**src/rtl/mem_arb_pkg.sv**
```systemverilog
// mem_arb_pkg: shared state type and constants for the memory arbiter
package mem_arb_pkg;
  typedef enum logic [1:0] {IDLE, BUSY_IF, BUSY_DM} arb_state_t;
  localparam int LAT_MAX = 3;
  localparam int PERF_W = 32;
endpackage

```
**src/rtl/mem_arbiter_if.sv**
```systemverilog
// mem_arbiter_if: pipeline IF/DM request ports, stalls, perf counters and memory-side bus
interface mem_arbiter_if #(
  parameter int AW = 7,
  parameter int DW = 32
);
  logic                           if_req;
  logic [AW-1:0]                  if_addr;
  logic                           if_gnt;
  logic                           if_valid;
  logic [DW-1:0]                  if_rdata;
  logic                           dm_req;
  logic                           dm_we;
  logic [AW-1:0]                  dm_addr;
  logic [DW-1:0]                  dm_wdata;
  logic                           dm_gnt;
  logic                           dm_valid;
  logic [DW-1:0]                  dm_rdata;
  logic                           mem_en;
  logic                           mem_we;
  logic [AW-1:0]                  mem_addr;
  logic [DW-1:0]                  mem_wdata;
  logic [DW-1:0]                  mem_rdata;
  logic                           stall_if;
  logic                           stall_mem;
  logic [mem_arb_pkg::PERF_W-1:0] perf_if_wait;
  logic [mem_arb_pkg::PERF_W-1:0] perf_dm_wait;
  modport slave (
    input  if_req, if_addr, dm_req, dm_we, dm_addr, dm_wdata, mem_rdata,
    output if_gnt, if_valid, if_rdata, dm_gnt, dm_valid, dm_rdata,
           mem_en, mem_we, mem_addr, mem_wdata, stall_if, stall_mem, perf_if_wait, perf_dm_wait
  );
  modport master (
    output if_req, if_addr, dm_req, dm_we, dm_addr, dm_wdata, mem_rdata,
    input  if_gnt, if_valid, if_rdata, dm_gnt, dm_valid, dm_rdata,
           mem_en, mem_we, mem_addr, mem_wdata, stall_if, stall_mem, perf_if_wait, perf_dm_wait
  );
endinterface

```
**src/rtl/mem_arb_perf.sv**
```systemverilog
// mem_arb_perf: two saturating wait-cycle counters, cleared only by reset
module mem_arb_perf import mem_arb_pkg::*; (
  input  logic              clk,
  input  logic              reset_n,
  input  logic              if_wait_i,
  input  logic              dm_wait_i,
  output logic [PERF_W-1:0] perf_if_wait_o,
  output logic [PERF_W-1:0] perf_dm_wait_o
);
  logic [PERF_W-1:0] if_q, if_d, dm_q, dm_d;
  // step on each waiting cycle, stick at all ones
  always_comb begin
    if_d = (if_wait_i && !(&if_q)) ? if_q + PERF_W'(1) : if_q;
    dm_d = (dm_wait_i && !(&dm_q)) ? dm_q + PERF_W'(1) : dm_q;
  end
  // counter registers
  always_ff @(posedge clk or negedge reset_n)
    if (!reset_n) begin
      if_q <= '0;
      dm_q <= '0;
    end else begin
      if_q <= if_d;
      dm_q <= dm_d;
    end
  assign perf_if_wait_o = if_q;
  assign perf_dm_wait_o = dm_q;
endmodule

```
**src/rtl/mem_arbiter.sv**
```systemverilog
// mem_arbiter: single-port memory shared by IF and DM, DM priority with IF anti-starvation; ARB_PERF_CNT_EN adds wait counters
module mem_arbiter import mem_arb_pkg::*; #(
  parameter int AW = 7,
  parameter int DW = 32,
  parameter int LAT = 1,
  parameter int STARVE_MAX = 4
) (
  input logic          clk,
  input logic          reset_n,
  mem_arbiter_if.slave bus
);
  localparam int SW = $clog2(STARVE_MAX + 1);
  localparam logic [SW-1:0] STARVE_TOP = SW'(STARVE_MAX);
  if (LAT < 1 || LAT > LAT_MAX) begin : g_bad_lat
    $error("mem_arbiter: LAT=%0d outside 1..%0d", LAT, LAT_MAX);
  end
  arb_state_t    state_q, state_d;
  logic [1:0]    lat_q, lat_d;
  logic [SW-1:0] starve_q, starve_d;
  logic [DW-1:0] if_rdata_q, if_rdata_d, dm_rdata_q, dm_rdata_d;
  logic          dm_we_q, dm_we_d;
  logic          if_win, dm_win, done;
  // arbitration in IDLE, latency countdown in BUSY, return path and stalls; reset forces every output low
  always_comb begin
    if_win = reset_n && state_q == IDLE && bus.if_req && (!bus.dm_req || starve_q == STARVE_TOP);
    dm_win = reset_n && state_q == IDLE && bus.dm_req && !if_win;
    done = state_q != IDLE && lat_q == 2'd1;
    state_d = if_win ? BUSY_IF : dm_win ? BUSY_DM : done ? IDLE : state_q;
    lat_d = (if_win || dm_win) ? 2'(LAT) : state_q != IDLE ? lat_q - 2'd1 : lat_q;
    starve_d = (!bus.if_req || if_win) ? '0 : (dm_win && starve_q != STARVE_TOP) ? starve_q + SW'(1) : starve_q;
    dm_we_d = dm_win ? bus.dm_we : dm_we_q;
    bus.if_valid = done && state_q == BUSY_IF;
    bus.dm_valid = done && state_q == BUSY_DM;
    if_rdata_d = bus.if_valid ? bus.mem_rdata : if_rdata_q;
    dm_rdata_d = bus.dm_valid ? (dm_we_q ? '0 : bus.mem_rdata) : dm_rdata_q;
    bus.if_rdata = if_rdata_d;
    bus.dm_rdata = dm_rdata_d;
    bus.if_gnt = if_win;
    bus.dm_gnt = dm_win;
    bus.mem_en = if_win || dm_win;
    bus.mem_we = dm_win && bus.dm_we;
    bus.mem_addr = dm_win ? bus.dm_addr : if_win ? bus.if_addr : AW'(0);
    bus.mem_wdata = (dm_win && bus.dm_we) ? bus.dm_wdata : '0;
    bus.stall_if = reset_n && bus.if_req && !bus.if_valid;
    bus.stall_mem = reset_n && bus.dm_req && !bus.dm_valid;
  end
  // state, latency counter, starvation counter and held read data; reset drops any access in flight
  always_ff @(posedge clk or negedge reset_n)
    if (!reset_n) begin
      state_q <= IDLE;
      lat_q <= '0;
      starve_q <= '0;
      if_rdata_q <= '0;
      dm_rdata_q <= '0;
      dm_we_q <= 1'b0;
    end else begin
      state_q <= state_d;
      lat_q <= lat_d;
      starve_q <= starve_d;
      if_rdata_q <= if_rdata_d;
      dm_rdata_q <= dm_rdata_d;
      dm_we_q <= dm_we_d;
    end
`ifdef ARB_PERF_CNT_EN
  mem_arb_perf u_perf (
    .clk            (clk),
    .reset_n        (reset_n),
    .if_wait_i      (bus.if_req && !if_win && state_q != BUSY_IF),
    .dm_wait_i      (bus.dm_req && !dm_win && state_q != BUSY_DM),
    .perf_if_wait_o (bus.perf_if_wait),
    .perf_dm_wait_o (bus.perf_dm_wait)
  );
`else
  assign bus.perf_if_wait = '0;
  assign bus.perf_dm_wait = '0;
`endif
  // a pending request keeps its address and write fields steady until granted
  assert property (@(posedge clk) disable iff (!reset_n)
    (bus.if_req && !bus.if_gnt) ##1 bus.if_req |-> $stable(bus.if_addr));
  assert property (@(posedge clk) disable iff (!reset_n)
    (bus.dm_req && !bus.dm_gnt) ##1 bus.dm_req |-> $stable({bus.dm_we, bus.dm_addr, bus.dm_wdata}));
endmodule

```
**src/flat_wrapper.sv**
```systemverilog
// flat-port wrapper written by rule: the top's interface ports become plain ports
module mem_arbiter_flat import mem_arb_pkg::*;
#(
  parameter int AW = 7,
  parameter int DW = 32,
  parameter int LAT = 1,
  parameter int STARVE_MAX = 4
)
  (clk, reset_n, bus_if_req, bus_if_addr, bus_dm_req, bus_dm_we, bus_dm_addr, bus_dm_wdata, bus_mem_rdata, bus_if_gnt, bus_if_valid, bus_if_rdata, bus_dm_gnt, bus_dm_valid, bus_dm_rdata, bus_mem_en, bus_mem_we, bus_mem_addr, bus_mem_wdata, bus_stall_if, bus_stall_mem, bus_perf_if_wait, bus_perf_dm_wait);
  mem_arbiter_if #(.AW(AW), .DW(DW)) bus_i ();
  input logic clk;
  input logic reset_n;
  input wire logic [$bits(bus_i.if_req)-1:0] bus_if_req;
  input wire logic [$bits(bus_i.if_addr)-1:0] bus_if_addr;
  input wire logic [$bits(bus_i.dm_req)-1:0] bus_dm_req;
  input wire logic [$bits(bus_i.dm_we)-1:0] bus_dm_we;
  input wire logic [$bits(bus_i.dm_addr)-1:0] bus_dm_addr;
  input wire logic [$bits(bus_i.dm_wdata)-1:0] bus_dm_wdata;
  input wire logic [$bits(bus_i.mem_rdata)-1:0] bus_mem_rdata;
  output wire logic [$bits(bus_i.if_gnt)-1:0] bus_if_gnt;
  output wire logic [$bits(bus_i.if_valid)-1:0] bus_if_valid;
  output wire logic [$bits(bus_i.if_rdata)-1:0] bus_if_rdata;
  output wire logic [$bits(bus_i.dm_gnt)-1:0] bus_dm_gnt;
  output wire logic [$bits(bus_i.dm_valid)-1:0] bus_dm_valid;
  output wire logic [$bits(bus_i.dm_rdata)-1:0] bus_dm_rdata;
  output wire logic [$bits(bus_i.mem_en)-1:0] bus_mem_en;
  output wire logic [$bits(bus_i.mem_we)-1:0] bus_mem_we;
  output wire logic [$bits(bus_i.mem_addr)-1:0] bus_mem_addr;
  output wire logic [$bits(bus_i.mem_wdata)-1:0] bus_mem_wdata;
  output wire logic [$bits(bus_i.stall_if)-1:0] bus_stall_if;
  output wire logic [$bits(bus_i.stall_mem)-1:0] bus_stall_mem;
  output wire logic [$bits(bus_i.perf_if_wait)-1:0] bus_perf_if_wait;
  output wire logic [$bits(bus_i.perf_dm_wait)-1:0] bus_perf_dm_wait;
  assign bus_i.if_req = bus_if_req;
  assign bus_i.if_addr = bus_if_addr;
  assign bus_i.dm_req = bus_dm_req;
  assign bus_i.dm_we = bus_dm_we;
  assign bus_i.dm_addr = bus_dm_addr;
  assign bus_i.dm_wdata = bus_dm_wdata;
  assign bus_i.mem_rdata = bus_mem_rdata;
  assign bus_if_gnt = bus_i.if_gnt;
  assign bus_if_valid = bus_i.if_valid;
  assign bus_if_rdata = bus_i.if_rdata;
  assign bus_dm_gnt = bus_i.dm_gnt;
  assign bus_dm_valid = bus_i.dm_valid;
  assign bus_dm_rdata = bus_i.dm_rdata;
  assign bus_mem_en = bus_i.mem_en;
  assign bus_mem_we = bus_i.mem_we;
  assign bus_mem_addr = bus_i.mem_addr;
  assign bus_mem_wdata = bus_i.mem_wdata;
  assign bus_stall_if = bus_i.stall_if;
  assign bus_stall_mem = bus_i.stall_mem;
  assign bus_perf_if_wait = bus_i.perf_if_wait;
  assign bus_perf_dm_wait = bus_i.perf_dm_wait;
  mem_arbiter #(.AW(AW), .DW(DW), .LAT(LAT), .STARVE_MAX(STARVE_MAX)) u_core (.clk(clk), .reset_n(reset_n), .bus(bus_i));
endmodule
```
**config.mk**
```make
export PLATFORM = sky130hd
export DESIGN_NAME = mem_arbiter_flat
export DESIGN_NICKNAME = d
export VERILOG_FILES = /design/src/rtl/mem_arb_pkg.sv /design/src/rtl/mem_arbiter_if.sv /design/src/rtl/mem_arb_perf.sv /design/src/rtl/mem_arbiter.sv /design/src/flat_wrapper.sv
export SDC_FILE = /design/constraint.sdc
export NUM_CORES = 1
export LEC_CHECK = 0
export CORE_AREA = 2 2 128 130
export DETAILED_ROUTE_END_ITERATION = 6
export DIE_AREA = 0 0 130 132
export HOLD_SLACK_MARGIN = 0.03
export PLACE_DENSITY = 0.65
export REMOVE_ABC_BUFFERS = 1
export SLEW_MARGIN = 5
export SYNTH_ARGS = -nofsm -noshare
export SYNTH_HDL_FRONTEND = slang
export SYNTH_HIERARCHICAL = 1
export SYNTH_SLANG_ARGS = --single-unit
```
**constraint.sdc**
```tcl
create_clock -name clk -period 4.4 [get_ports clk]
set_clock_uncertainty 0.05 [all_clocks]
set_input_delay 0.88 -clock clk [delete_from_list [all_inputs] [get_ports clk]]
set_output_delay 0.88 -clock clk [all_outputs]
set_load 0.005 [all_outputs]
```
* Word-level counts from Yosys, hierarchy flattened *
Index checks and enable logic that the tools add are counted.

word-level totals
  register bits after elaboration = 72
  bits of input ports = 83
  logic and storage cells = 53

cells by class
  add/sub/neg operators = 2
  equal/unequal tests = 5
  multiplexer cells = 13
  reductions and logical operators = 27

operators by type and width
  kind                                                                count
  32-bit two-way mux                                                  4
  1-bit logical AND                                                   14
  7-bit two-way mux                                                   2
  2-bit two-way mux                                                   5
  3-bit two-way mux                                                   2
  2-bit nonzero test                                                  3
  1-bit zero test                                                     5
  2-bit by 1-bit == test with 1-bit output, second input constant     2
  3-bit by 1-bit adder with 3-bit output, second input constant       1
  3-bit == test, second input constant                                1
  1-bit logical OR                                                    3
  3-bit inequality test, second input constant                        1
  3-bit nonzero test                                                  1
  2-bit == test, second input constant                                1
  2-bit zero test                                                     1
  2-bit by 1-bit subtractor with 2-bit output, second input constant  1

* Longest topological paths before layout *
Gate-level depths: netlist of run 1.

  depth after elaboration = 9
  depth in mapped cells = 7
  mapped depth without buffers = 5

* Worst setup path before layout of run 1 *
Ideal clock, no wire load.

  path type = input to output
  start = in bus_dm_req
  end = out bus_mem_wdata[23]
  data arrival time = 1,747 ps
  data required time = 3,470 ps
  setup slack = 1,723 ps
  cell stages on the path = 4
  buffers on the path = 1
  cell sequence = a21boi_0 o311a_4 buf_6 and2_1

on the way
  longest elaborated chain between the ends = 7
  elaborated cells on any way between the ends = 8

ends and longest elaborated chain
  item                  line                source
  start: declaration    flat_wrapper.sv:15  input wire logic [$bits(bus_i.dm_req)-1:0] bus_dm_req;
  1-bit zero test       mem_arbiter.sv:25   if_win = reset_n && state_q == IDLE && bus.if_req && (!bus.dm_req || starve_q == STARVE_TOP);
  1-bit logical OR      mem_arbiter.sv:25
  1-bit logical AND     mem_arbiter.sv:25
  1-bit zero test       mem_arbiter.sv:26   dm_win = reset_n && state_q == IDLE && bus.dm_req && !if_win;
  1-bit logical AND *   mem_arbiter.sv:26
  1-bit logical AND *   --
  net bus_mem_we        flat_wrapper.sv:27  output wire logic [$bits(bus_i.mem_we)-1:0] bus_mem_we;
  32-bit two-way mux *  mem_arbiter.sv:43   bus.mem_wdata = (dm_win && bus.dm_we) ? bus.dm_wdata : '0;
  end: declaration      flat_wrapper.sv:29  output wire logic [$bits(bus_i.mem_wdata)-1:0] bus_mem_wdata;

The timed path passes the listed nets; every way through them passes the cells marked *.

* Worst setup path after layout of run 1 *
  start = in bus_dm_req
  end = out bus_mem_addr[4]

on the way
  longest elaborated chain between the ends = 6
  elaborated cells on any way between the ends = 8

ends and longest elaborated chain
  item                 line                source
  1-bit zero test      mem_arbiter.sv:25
  1-bit logical OR     mem_arbiter.sv:25
  1-bit logical AND    mem_arbiter.sv:25
  1-bit zero test      mem_arbiter.sv:26
  1-bit logical AND    mem_arbiter.sv:26
  7-bit two-way mux *  mem_arbiter.sv:42   bus.mem_addr = dm_win ? bus.dm_addr : if_win ? bus.if_addr : AW'(0);
  end: declaration     flat_wrapper.sv:28  output wire logic [$bits(bus_i.mem_addr)-1:0] bus_mem_addr;

Mark *: on every way between the ends. The rest lies on a longest branch, timed or not.

==> run_results.csv, run 1 <==
group,metric,value,unit
synth,yosysSeqAreaShare,46.78,%
finish,areaGrowthSynthToFinish,57.24,%
finish,multi_input_area,1640,um^2
global_routing,grt_pass1_vias,3285,
critical_path,cp-start-kind,"primary input",
detailed_routing,firstDrtPassIters,4,
critical_path,rr_startpoint,"u_core/lat_q[1]$_DFFE_PN0P_",
flow_run,drv_cap,0,
global_routing,grt_start_max_net_pins,72,
placement,dpl_cell_area,5748,um^2
detailed_routing,drtIter0Drc,92,
floorplan,std_cell_rows,46,
finish,diodes,0,
synth,ys_warn_count,6,
synth,synth_simple_gate_area_share,17.02,%
floorplan,io_pins,258,
timing,finalHoldViolations,0,
finish,fillerInstances,1552,
critical_path,crit_type,"primary input to output port",
synth,synthXorXnorAreaFrac,0,%
critical_path,path_max_fanout,9,
worst_hold_path,hold_class,"primary input to asynchronous set/reset pin",
global_routing,antenna_found_initial,0,
detailed_routing,vias,3113,
critical_path,crit_end,"bus_mem_addr[4]",
timing,max_freq,255.5,MHz
critical_path,cp-end-kind,"output port",
synth,syn_inst,382,
placement,hpwl,7874,um
synth,synthArstFlopShare,100.0,%
synth,synth_mux_area_share,11.18,%
detailed_routing,ant_nets,0,
critical_path,r2r-end,"u_core/dm_rdata_q[14]$_DFF_PN0_",
timing,timing.final.ws_setup,0.4862,ns
synth,synth_top_family_by_area,"simple AND/OR/NAND/NOR gates",
placement,dpl_worst_slack,0.4808,ns
clock_tree,tritoncts,"done",
synth,ys_seq_elements,72,
critical_path,rrSetupSlack,2.47,ns
clock_tree,clkTransAtPathRegs,0.05,ns
detailed_routing,routed_wl,10470,um
timing,rsz0062_at_grt,"no",
clock_tree,cts_repair_resize_count,0,
clock_tree,cts_root_buf,"clkbuf_16",
timing,holdWs,0.3064,ns
synth,synth_fa_ha_area_share,0.9747,%
timing,period_needed,3.914,ns
timing,finalSetupViolCount,0,
critical_path,required,3.47,ns
clock_tree,h-tree-depth,3,
timing,tns,0,ns
power_and_ir_drop,peakVddDrop,0.1792,mV
clock_tree,clock_latency,0.33,ns
global_routing,overflow,0,
clock_tree,cts_sinks,72,
clock_tree,cts_setup_buffers,0,
status,status,"finished, final reports clean",
timing,max_slew.worst_pin.slew,1.057,ns
finish,layout_common_cells,"192 x clkdlybuf4s50_1, 72 x dfrtp_1, 64 x conb_1, 42 x nand2_1, 34 x o21ai_0",
placement,gp_congestion,0.7704,
detailed_routing,drc,0,
finish,final_nets,657,
placement,io_buffers,193,
clock_tree,cts.path.max_buffers,2,
detailed_routing,routedWlPerCell,13.24,um
finish,finalInstanceArea,6056,um^2
finish,seqCellArea,1802,um^2
finish,layout-drive-gt1-share,9.391,%
timing,period_share,88.95,%
critical_path,reg2reg_depth,5,
floorplan,core_area,15710,um^2
power_and_ir_drop,power_density,577.5,nW/um^2
global_routing,grt_pass1_wl,16370,um
floorplan,die_w,130,um
finish,final_util,38.54,%
synth,synth-compound-area-share,7.180,%
timing,max_slew_margin,29.51,%
synth,syn_avg_cell_area,10.08,um^2
power_and_ir_drop,p_leak,2.638,nW
synth,synth.distinct_cells,29,
floorplan,fp.dieH,132,um
global_routing,grt_util_all_layers,12.03,%
floorplan,die_area,17160,um^2
synth,yosys_most_used_dff,"dfrtp_1",
clock_tree,cts_buffers,9,
floorplan,start_util,24.51,%
timing,final_max_slew_viol_count,0,
synth,synth_edf_count,0,
detailed_routing,avgViaCountPerCell,3.936,
synth,syn_area,3851,um^2
critical_path,cp-startpoint,"bus_dm_req",
finish,final_common_cell,"clkdlybuf4s50_1",
clock_tree,hold_buffers,0,
critical_path,cp.arrival,2.98,ns
-- state kept, by name, indices dropped and copies added, names as in the netlist --
register           count
u_core/dm_rdata_q     32
u_core/dm_we_q         1
u_core/if_rdata_q     32
u_core/lat_q           2
u_core/starve_q        3
u_core/state_q         2
-- cell families after synthesis --
group / after synthesis
simple gates: 121
buf+inv: 98
mux: 39
compound gates: 48
other cells: 1
flops: 72
fa+ha+maj: 3
-- how the worst min path moves through the flow --
stage / from / endpoint / slack, ns / cells after the start
after global routing: reset_n / u_core/dm_we_q$_DFFE_PN0P_ / 0.30 / 1
final: reset_n / u_core/dm_we_q$_DFFE_PN0P_ / 0.31 / 1
after floorplan: u_core/lat_q[0]$_DFFE_PN0P_ / u_core/lat_q[0]$_DFFE_PN0P_ / 0.40 / 1
after global placement: u_core/lat_q[0]$_DFFE_PN0P_ / u_core/lat_q[0]$_DFFE_PN0P_ / 0.42 / 1
after detailed placement: u_core/dm_rdata_q[18]$_DFF_PN0_ / u_core/dm_rdata_q[18]$_DFF_PN0_ / 0.43 / 2
after CTS: reset_n / u_core/dm_we_q$_DFFE_PN0P_ / 0.29 / 1
-- layer usage --
metal  up-vias  GRT usage, %  share of wire (%)
met3        11         4.830                 10
met4         0         4.122                1.4
met1      1439         13.20                 40
li1       1492             -                  -
met5         -             0                  0
met2       171         20.88                 49
-- synth_stat cells (2+ instances only) --
cell | n | share of area (%)
dfrtp_1 | 72 | 47
buf_4 | 65 | 13
nand2_1 | 42 | 4.1
o21ai_0 | 34 | 4.4
and2_1 | 33 | 5.4
nand2b_1 | 33 | 5.4
mux2_2 | 32 | 9.4
inv_1 | 15 | 1.5
clkbuf_1 | 11 | 1.1
mux2i_1 | 7 | 1.8
a21oi_1 | 5 | 0.65
buf_6 | 4 | 1.2
o31ai_1 | 4 | 0.78
buf_2 | 3 | 0.39
ha_1 | 3 | 0.97
a21o_1 | 2 | 0.39
nand3_1 | 2 | 0.26
nand3b_1 | 2 | 0.39
nor2_1 | 2 | 0.20
nor3_1 | 2 | 0.26
-- layout make-up --
class / instances / share of cell area [%]
timing repair buffer: 198 / 32.69
sequential: 72 / 29.75
multi-input combinational: 275 / 27.09
clock buffer: 13 / 4.463
tap: 216 / 4.463
inverter: 15 / 0.9298
clock inverter: 2 / 0.6198
-- power by group --
part / total, mW / internal, mW / switching (mW)
clock network: 0.747 / 0.482 / 0.265
registers: 1.08 / 0.958 / 0.125
logic: 1.67 / 1.02 / 0.646
-- metrics by stage --
step           total power, mW  std cells
3_5_place_dp             2.794        776
4_1_cts                  3.570        791
2_1_floorplan            1.710        362
6_report                 3.497        791
5_1_grt                  3.758        791
3_3_place_gp             2.743        776
-- critical path, stage by stage --
cell and delay, ns:
clkdlybuf4s50_1 0.54, a21boi_0 0.48, nor3_1 0.15, buf_4 0.22, mux2i_1 0.18, clkdlybuf4s50_1 0.53
Power figures use the tool's default switching activity.
==> run 2: changes to the inputs <==
--- a/config.mk
+++ b/config.mk
@@ -16,3 +16,4 @@
 export SYNTH_HDL_FRONTEND = slang
 export SYNTH_HIERARCHICAL = 1
 export SYNTH_SLANG_ARGS = --single-unit
+export TNS_END_PERCENT = 30
==> results of run 2 <==
Same layout as run 1: the final DEF is identical, and so are final timing and power.
==> run 3: changes to the inputs <==
==> constraint.sdc (replaced) <==
create_clock -name clk -period 4.4 [get_ports clk]
set_clock_uncertainty 0.05 [all_clocks]
set_input_delay 0.44 -clock clk [delete_from_list [all_inputs] [get_ports clk]]
set_output_delay 0.44 -clock clk [all_outputs]
set_load 0.005 [all_outputs]
==> run_results.csv, run 3 (synthesis gave the netlist of run 1 again) <==
group,metric,value,unit
finish,layout-drive-gt1-share,9.043,%
clock_tree,cts_buffers,9,
critical_path,cp-end-kind,"output port",
timing,rsz0062_at_grt,"no",
global_routing,overflow,0,
critical_path,reg2reg_depth,5,
critical_path,cp.arrival,2.96,ns
floorplan,core_area,15710,um^2
timing,period_needed,3.445,ns
clock_tree,cts_repair_resize_count,0,
detailed_routing,vias,3123,
floorplan,die_w,130,um
finish,finalInstanceArea,6008,um^2
placement,hpwl,7832,um
floorplan,die_area,17160,um^2
global_routing,grt_util_all_layers,11.94,%
power_and_ir_drop,p_leak,2.615,nW
finish,instances_no_fill,791,
critical_path,rrSetupSlack,2.16,ns
timing,max_slew_margin,32.63,%
finish,final_nets,656,
clock_tree,h-tree-depth,3,
clock_tree,cts.path.max_buffers,2,
clock_tree,cts_sinks,72,
placement,gp_congestion,0.7794,
clock_tree,tritoncts,"done",
timing,tns,0,ns
flow_run,drv_cap,0,
floorplan,io_pins,258,
finish,diodes,0,
timing,finalHoldViolations,0,
critical_path,path_cells,"inv_1 > ha_1 > nand3b_1 > buf_12 > o21ai_0 > clkdlybuf4s50_1",
detailed_routing,avgViaCountPerCell,3.948,
critical_path,path_max_fanout,46,
clock_tree,cts_setup_buffers,0,
detailed_routing,routed_wl,10470,um
placement,dpl_cell_area,5741,um^2
detailed_routing,drtIter0Drc,106,
finish,top_regs,"u_core/dm_rdata_q (32), u_core/if_rdata_q (32), u_core/starve_q (3)",
timing,final_max_slew_viol_count,0,
critical_path,rr_startpoint,"u_core/lat_q[1]$_DFFE_PN0P_",
critical_path,crit_type,"flop to output port",
critical_path,slowest_delay,0.62,ns
power_and_ir_drop,power_density,566.8,nW/um^2
global_routing,grt_pass1_wl,16050,um
placement,place_inst,775,
clock_tree,clkTransAtPathRegs,0.06,ns
timing,max_slew.worst_pin.slew,1.011,ns
timing,period_share,78.30,%
clock_tree,hold_buffers,0,
finish,final_common_cell,"clkdlybuf4s50_1",
global_routing,antenna_found_initial,0,
power_and_ir_drop,peakVddDrop,0.1978,mV
status,status,"finished, final reports clean",
timing,holdWs,0.3253,ns
timing,max_freq,290.3,MHz
clock_tree,cts_root_buf,"clkbuf_16",
critical_path,crit_slowest_cell,"nand3b_1",
placement,io_buffers,193,
floorplan,std_cell_rows,46,
finish,final_util,38.24,%
finish,layout_common_cells,"192 x clkdlybuf4s50_1, 72 x dfrtp_1, 64 x conb_1, 42 x nand2_1, 34 x o21ai_0",
clock_tree,clock_latency,0.33,ns
global_routing,grt_pass1_vias,3216,
critical_path,required,3.91,ns
worst_hold_path,hold_class,"primary input to asynchronous set/reset pin",
finish,areaGrowthSynthToFinish,56.01,%
critical_path,cp-start-kind,"flop",
floorplan,fp.dieH,132,um
detailed_routing,routedWlPerCell,13.24,um
detailed_routing,drc,0,
detailed_routing,firstDrtPassIters,4,
critical_path,r2r-end,"u_core/dm_rdata_q[20]$_DFF_PN0_",
global_routing,grt_start_max_net_pins,76,
floorplan,start_util,24.51,%
detailed_routing,ant_nets,0,
timing,finalSetupViolCount,0,
==> run 3: cell type report <==
class	count	area, um^2
clock buffers	13	250.2
fillers	1546	9704
multi-input cells	275	1640
repair buffers	197	1972
inverters	15	56.30
well taps	216	270.3
clock inverters	3	17.52
flip-flops and latches	72	1802
==> run 3: how the worst max path moves through the flow <==
| stage | startpoint | endpoint | slack, ns | depth (start not counted) |
|---|---|---|---|---|
| 6_report | u_core/lat_q[1]$_DFFE_PN0P_ | bus_dm_rdata[20] | 0.95 | 6 |
| 3_5_place_dp | bus_dm_req | bus_mem_addr[6] | 1.22 | 6 |
| 4_1_cts | u_core/lat_q[1]$_DFFE_PN0P_ | bus_dm_rdata[20] | 0.92 | 6 |
| 3_3_place_gp | bus_dm_req | bus_mem_addr[6] | 1.33 | 6 |
| 5_1_grt | u_core/lat_q[1]$_DFFE_PN0P_ | bus_dm_rdata[20] | 0.70 | 6 |
| 2_1_floorplan | u_core/lat_q[1]$_DFFE_PN0P_ | bus_stall_mem | 1.80 | 4 |
==> run 3: metal layers <==
metal | global-route usage (%) | vias to the layer above | routed length, um
li1 | - | 1488 | -
met1 | 12.92 | 1448 | 4121
met2 | 20.51 | 172 | 5098
met3 | 4.586 | 15 | 1039
met4 | 5.257 | 0 | 212
met5 | 0 | - | 0
==> run 3: power breakdown <==
| group | leakage [nW] | internal (mW) | switching (mW) | total (mW) |
|---|---|---|---|---|
| clock | 0.130 | 0.396 | 0.275 | 0.671 |
| combinational | 1.60 | 1.02 | 0.635 | 1.65 |
| sequential | 0.885 | 0.958 | 0.123 | 1.08 |
==> run 3: worst max-delay path, delay by kind of cell (launching register included) <==
| kind | cells | cell delay, ns |
|---|---|---|
| flip-flops | 1 | 0.36 |
| adder cells (fa/ha/maj) | 1 | 0.19 |
| buffers and inverters | 3 | 1.08 |
| AO/OA/AOI/OAI | 1 | 0.36 |
| AND/OR/NAND/NOR | 1 | 0.62 |
==> run 3: through the flow <==
stage | power (mW) | setup WS (ns)
finish | 3.405 | 0.9550
global route | 3.665 | 0.7038
CTS | 3.481 | 0.9169
detailed placement | 2.781 | 1.222
global placement | 2.735 | 1.329
floorplan | 1.710 | 1.800
